<file path="src/rtl/serial_addsub_pkg.sv">
// Shared FSM state encoding and mode constants for the serial adder-subtractor controller.
package serial_addsub_pkg;

    typedef enum logic [1:0] {
        ST_IDLE = 2'd0,
        ST_RUN  = 2'd1,
        ST_DONE = 2'd2
    } state_t;

    localparam logic MODE_ADD = 1'b0;
    localparam logic MODE_SUB = 1'b1;

endpackage

</file>
<file path="src/rtl/nibble_addsub.sv">
// Combinational 4-bit ripple adder-subtractor slice; mode=1 inverts b.
// c3 is the carry into bit 3, used for signed overflow detection.
module nibble_addsub (
    input  logic [3:0] a,
    input  logic [3:0] b,
    input  logic       mode,
    input  logic       cin,
    output logic [3:0] s,
    output logic       cout,
    output logic       c3
);

    logic [3:0] bx;
    logic [4:0] c;

    always_comb begin
        bx   = b ^ {4{mode}};
        c    = '0;
        s    = '0;
        c[0] = cin;
        for (int unsigned i = 0; i < 4; i++) begin
            s[i]   = a[i] ^ bx[i] ^ c[i];
            c[i+1] = (a[i] & bx[i]) | (a[i] & c[i]) | (bx[i] & c[i]);
        end
        cout = c[4];
        c3   = c[3];
    end

endmodule

</file>
<file path="src/rtl/serial_addsub_ctrl.sv">
// Wide add/subtract by time-multiplexing one nibble slice, LSB nibble first.
// Optional signed overflow output OVF is enabled by defining OVERFLOW_FLAG_EN.
module serial_addsub_ctrl
    import serial_addsub_pkg::*;
#(
    parameter int unsigned NIBBLES = 4
) (
    input  logic                   clk,
    input  logic                   rst,
    input  logic                   start,
    input  logic                   Mode,
    input  logic [4*NIBBLES-1:0]   A,
    input  logic [4*NIBBLES-1:0]   B,
    output logic                   ready,
    output logic                   busy,
    output logic                   done,
    output logic [4*NIBBLES-1:0]   D_S,
`ifdef OVERFLOW_FLAG_EN
    output logic                   OVF,
`endif
    output logic                   B_C
);

    localparam int unsigned W  = 4 * NIBBLES;
    localparam int unsigned IW = (NIBBLES > 1) ? $clog2(NIBBLES) : 1;
    localparam logic [IW-1:0] LAST_IDX = IW'(NIBBLES - 1);

    state_t          state, next_state;
    logic [W-1:0]    a_reg, b_reg;
    logic            mode_reg;
    logic            carry;
    logic [IW-1:0]   idx;
    logic            accept, step, last;
    logic [3:0]      a_nib, b_nib, s_nib;
    logic            c_out;
`ifdef OVERFLOW_FLAG_EN
    logic            c_msb_in;
`else
    logic            slice_c3_unused;
`endif

    always_ff @(posedge clk or posedge rst) begin
        if (rst) state <= ST_IDLE;
        else     state <= next_state;
    end

    always_comb begin
        next_state = state;
        accept     = 1'b0;
        step       = 1'b0;
        last       = 1'b0;
        ready      = 1'b0;
        busy       = 1'b0;
        done       = 1'b0;
        case (state)
            ST_IDLE: begin
                ready = 1'b1;
                if (start) begin
                    accept     = 1'b1;
                    next_state = ST_RUN;
                end
            end
            ST_RUN: begin
                busy = 1'b1;
                step = 1'b1;
                if (idx == LAST_IDX) begin
                    last       = 1'b1;
                    next_state = ST_DONE;
                end
            end
            ST_DONE: begin
                ready = 1'b1;
                done  = 1'b1;
                if (start) begin
                    accept     = 1'b1;
                    next_state = ST_RUN;
                end else begin
                    next_state = ST_IDLE;
                end
            end
            default: next_state = ST_IDLE;
        endcase
    end

    always_comb begin
        a_nib = '0;
        b_nib = '0;
        for (int unsigned i = 0; i < NIBBLES; i++) begin
            if (idx == IW'(i)) begin
                a_nib = a_reg[i*4 +: 4];
                b_nib = b_reg[i*4 +: 4];
            end
        end
    end

    nibble_addsub u_slice (
        .a    (a_nib),
        .b    (b_nib),
        .mode (mode_reg),
        .cin  (carry),
        .s    (s_nib),
        .cout (c_out),
`ifdef OVERFLOW_FLAG_EN
        .c3   (c_msb_in)
`else
        .c3   (slice_c3_unused)
`endif
    );

    always_ff @(posedge clk or posedge rst) begin
        if (rst) begin
            a_reg    <= '0;
            b_reg    <= '0;
            mode_reg <= MODE_ADD;
            carry    <= 1'b0;
            idx      <= '0;
            D_S      <= '0;
            B_C      <= 1'b0;
`ifdef OVERFLOW_FLAG_EN
            OVF      <= 1'b0;
`endif
        end else if (accept) begin
            a_reg    <= A;
            b_reg    <= B;
            mode_reg <= Mode;
            carry    <= Mode;  // subtract seeds the chain with +1
            idx      <= '0;
            D_S      <= '0;
            B_C      <= 1'b0;
`ifdef OVERFLOW_FLAG_EN
            OVF      <= 1'b0;
`endif
        end else if (step) begin
            for (int unsigned i = 0; i < NIBBLES; i++) begin
                if (idx == IW'(i)) D_S[i*4 +: 4] <= s_nib;
            end
            carry <= c_out;
            if (last) begin
                idx <= '0;
                B_C <= c_out;
`ifdef OVERFLOW_FLAG_EN
                OVF <= c_out ^ c_msb_in;
`endif
            end else begin
                idx <= idx + 1'b1;
            end
        end
    end

endmodule

</file>
<file path="config.mk">
export PLATFORM = sky130hd
export DESIGN_NAME = serial_addsub_ctrl
export DESIGN_NICKNAME = d
export VERILOG_FILES = /design/src/rtl/serial_addsub_pkg.sv /design/src/rtl/nibble_addsub.sv /design/src/rtl/serial_addsub_ctrl.sv
export SDC_FILE = /design/constraint.sdc
export NUM_CORES = 1
export LEC_CHECK = 0
export ABC_AREA = 1
export CAP_MARGIN = 20
export CORE_MARGIN = 1
export CORE_UTILIZATION = 25
export CTS_BUF_LIST = sky130_fd_sc_hd__clkbuf_2
export CTS_CLUSTER_SIZE = 28
export DETAILED_ROUTE_END_ITERATION = 8
export PLACE_DENSITY = 0.5
export SLEW_MARGIN = 40
export SYNTH_ARGS = -nofsm -noshare
export SYNTH_HDL_FRONTEND = slang
export SYNTH_HIERARCHICAL = 1
export SYNTH_SLANG_ARGS = --single-unit
export TNS_END_PERCENT = 10
</file>
<file path="constraint.sdc">
create_clock -name clk -period 2.8 [get_ports clk]
set_clock_uncertainty 0.2 [all_clocks]
set_input_delay 0.42 -clock clk [delete_from_list [all_inputs] [get_ports clk]]
set_output_delay 0.42 -clock clk [all_outputs]
set_load 0.05 [all_outputs]
</file>
==> out/metrics.cfg <==
[cells_and_area]
layout_common_cells = nand2_1, clkdlybuf4s50_1, dfrtp_1
stdcell_area_mm2 = 0.00367
antenna_cells = 0
finalNonFillerCells = 556
multi_input_area_mm2 = 0.00123
syn2layout_area_growth_pct = 35.6
nFillCells = 1130
seq_area_mm2 = 0.00138
drive_gt1_share_pct = 14.8
nNetsFinal = 463
fin_util_pct = 35.2
final_common_cell = nand2_1

[pwr]
p_per_area_mw_per_mm2 = 1340
finalPower_mw = 4.92
power_leakage_nw = 1.86
peakVddDrop_v = 0.000638

[global_route]
grt_pass1_vias = 2361
grt_usage_pct = 12.9
grt_max_degree = 33
global_route.overflow_total = 0
grt_pass1_wl_mm = 11.5
antenna_found_initial = 0

[worst_setup_path]
startpoint = idx[1]
slowest_stage = dfrtp_1
endpoint_kind = flip-flop
r2r-end = D_S[11]
cp.arrival_ns = 3.21
crit_chain = buf_4, ha_2, buf_4, a21oi_1, nand2_1, nand2_2, fa_2, inv_1, fa_2, fa_2, xnor2_2, inv_2, nor2_4, nand2_1, nand2_1
path_buf_inv = 4
critPathTopFamily = adder cells
path_max_fanout = 6
crit_type = reg2reg
critPathLaunchType = flip-flop
worst-r2r-setup-slack_ns = -0.19
r2r-start = idx[1]
reg2regPathDepth = 15
cp_slowest_stage_delay_ns = 0.47
worstPathRequired_ns = 3.02

[outcome]
violations = negative setup slack
outcome = finished, violations left

[logic_synthesis]
yosysUniqueCellTypes = 24
synth_top_flop_cell = dfrtp_1
avgSynthCellArea_um2 = 7.73
syn_area_mm2 = 0.00271
async_flop_share_pct = 100
synth-seq-area-share_pct = 50.9
syn_inst = 350
syn_nets = 394
synth_edf_count = 0
synth_seq_cells = 55
yosysWarnings = 6

[clock_tree]
clk_latency_ns = 0.46
holdBufCountCts = 0
path_clk_slew_ns = 0.29
htreeDepth = 2
cts_buffers = 5
cts_root_buffer = clkbuf_2
clk_path_buf_depth = 2
cts_tree = done
numClockSinks = 55

[timing]
fin_tns_setup_ns = -1.46
tightest_slew_ns = 0.625
slew_headroom_pct = 58.2
hold_viol = 0
rsz0062_at_grt = yes
period_minus_slack_ns = 2.99
setup_ws_ns = -0.192
setup_viol = 14
finalHoldWorstSlack_ns = 0.0926
clock.fmax_ghz = 0.334
post-route-period-util_pct = 107
drv_slew = 0

[detailed_routing]
num_vias = 2313
drt-total-wl_mm = 6.69
drt_pass1_iterations = 4
wl_per_cell_um = 12.0
dr.first_iter.drc_count = 100
vias_per_cell = 4.16
drc_errors = 0
ant_nets = 0

[die]
row_count = 37
die_w_um = 106
ios = 56
die_h_um = 106
start_util_pct = 26.0
coreArea_mm2 = 0.0104
die_area_mm2 = 0.0112

[job]
maxCapViolCount = 0

[place]
pre_cts_ws_ns = -0.409
dp_hpwl_mm = 5.05
portBuffers = 55
gp_congestion = 0.786
placedCellCount = 547
placed_area_mm2 = 0.00352

[min_path]
hold_class = in2async

[where the power goes]
group | internal [mW] | total, mW | switching (mW)
combinational | 1.29 | 3.23 | 1.95
clock | 0.0651 | 0.334 | 0.269
sequential | 1.13 | 1.35 | 0.218
total | 2.48 | 4.92 | 2.43
[per-layer routing]
metal	GRT usage (%)	vias to the layer above	part of all wire (%)
met5	0	-	0
met4	3.57	0	0.76
met3	2.45	4	3.0
met2	20.6	49	46
met1	17.8	1058	50
li1	-	1202	-
[Yosys cell counts (2+ instances only)]
cell type / number / area share (%)
a21oi_1: 13 / 2.4
buf_2: 8 / 1.5
buf_4: 2 / 0.55
clkbuf_1: 3 / 0.42
dfrtp_1: 55 / 51
fa_1: 3 / 2.2
ha_1: 5 / 2.3
inv_1: 24 / 3.3
inv_2: 3 / 0.42
nand2_1: 170 / 24
nand2_2: 3 / 0.69
nand3_1: 27 / 5.0
nor2_1: 16 / 2.2
nor2_2: 2 / 0.46
o21ai_0: 5 / 0.92
xnor2_1: 3 / 0.97
[cell type report]
cell class                      count  area share [%]
Sequential cell                    55            37.6
Multi-Input combinational cell    252            33.4
Timing Repair Buffer               77            20.0
Tap cell                          136            4.64
Inverter                           28            3.07
Clock buffer                        5           0.682
Clock inverter                      3           0.682
[worst register-to-register path, stage by stage, from the launching register on]
cell,delay [ns]
dfrtp_1,0.47
buf_4,0.16
ha_2,0.21
buf_4,0.16
a21oi_1,0.12
nand2_1,0.08
nand2_2,0.09
fa_2,0.19
inv_1,0.05
fa_2,0.34
fa_2,0.43
xnor2_2,0.15
inv_2,0.06
nor2_4,0.13
nand2_1,0.07
nand2_1,0.07
[worst max path at each step]
stage,end,slack [ns],depth (start not counted)
after floorplan,D_S[7],-0.04,17
after global placement,D_S[2],-0.36,16
after detailed placement,D_S[10],-0.41,17
after CTS,D_S[11],-0.23,17
after global routing,D_S[11],-0.34,15
final,D_S[11],-0.19,15
[repair_timing]
action	in CTS	in global routing
resized for setup	6	20
setup endpoints to repair	14	14
buffers inserted	0	1
endpoints found under the hold margin	0	0
pin swaps	2	4
[cells by family (layout without fill, tap and decap cells)]
group	Yosys count	in the layout	synth area share, %
AO/OA/AOI/OAI	19	19	3.51
XOR/XNOR	4	4	1.30
adder cells (fa/ha/maj)	8	8	4.53
buffers and inverters	43	113	6.94
flip-flops	55	55	50.9
AND/OR/NAND/NOR	221	221	32.8
Note: power is estimated with default switching activity, not from simulation.
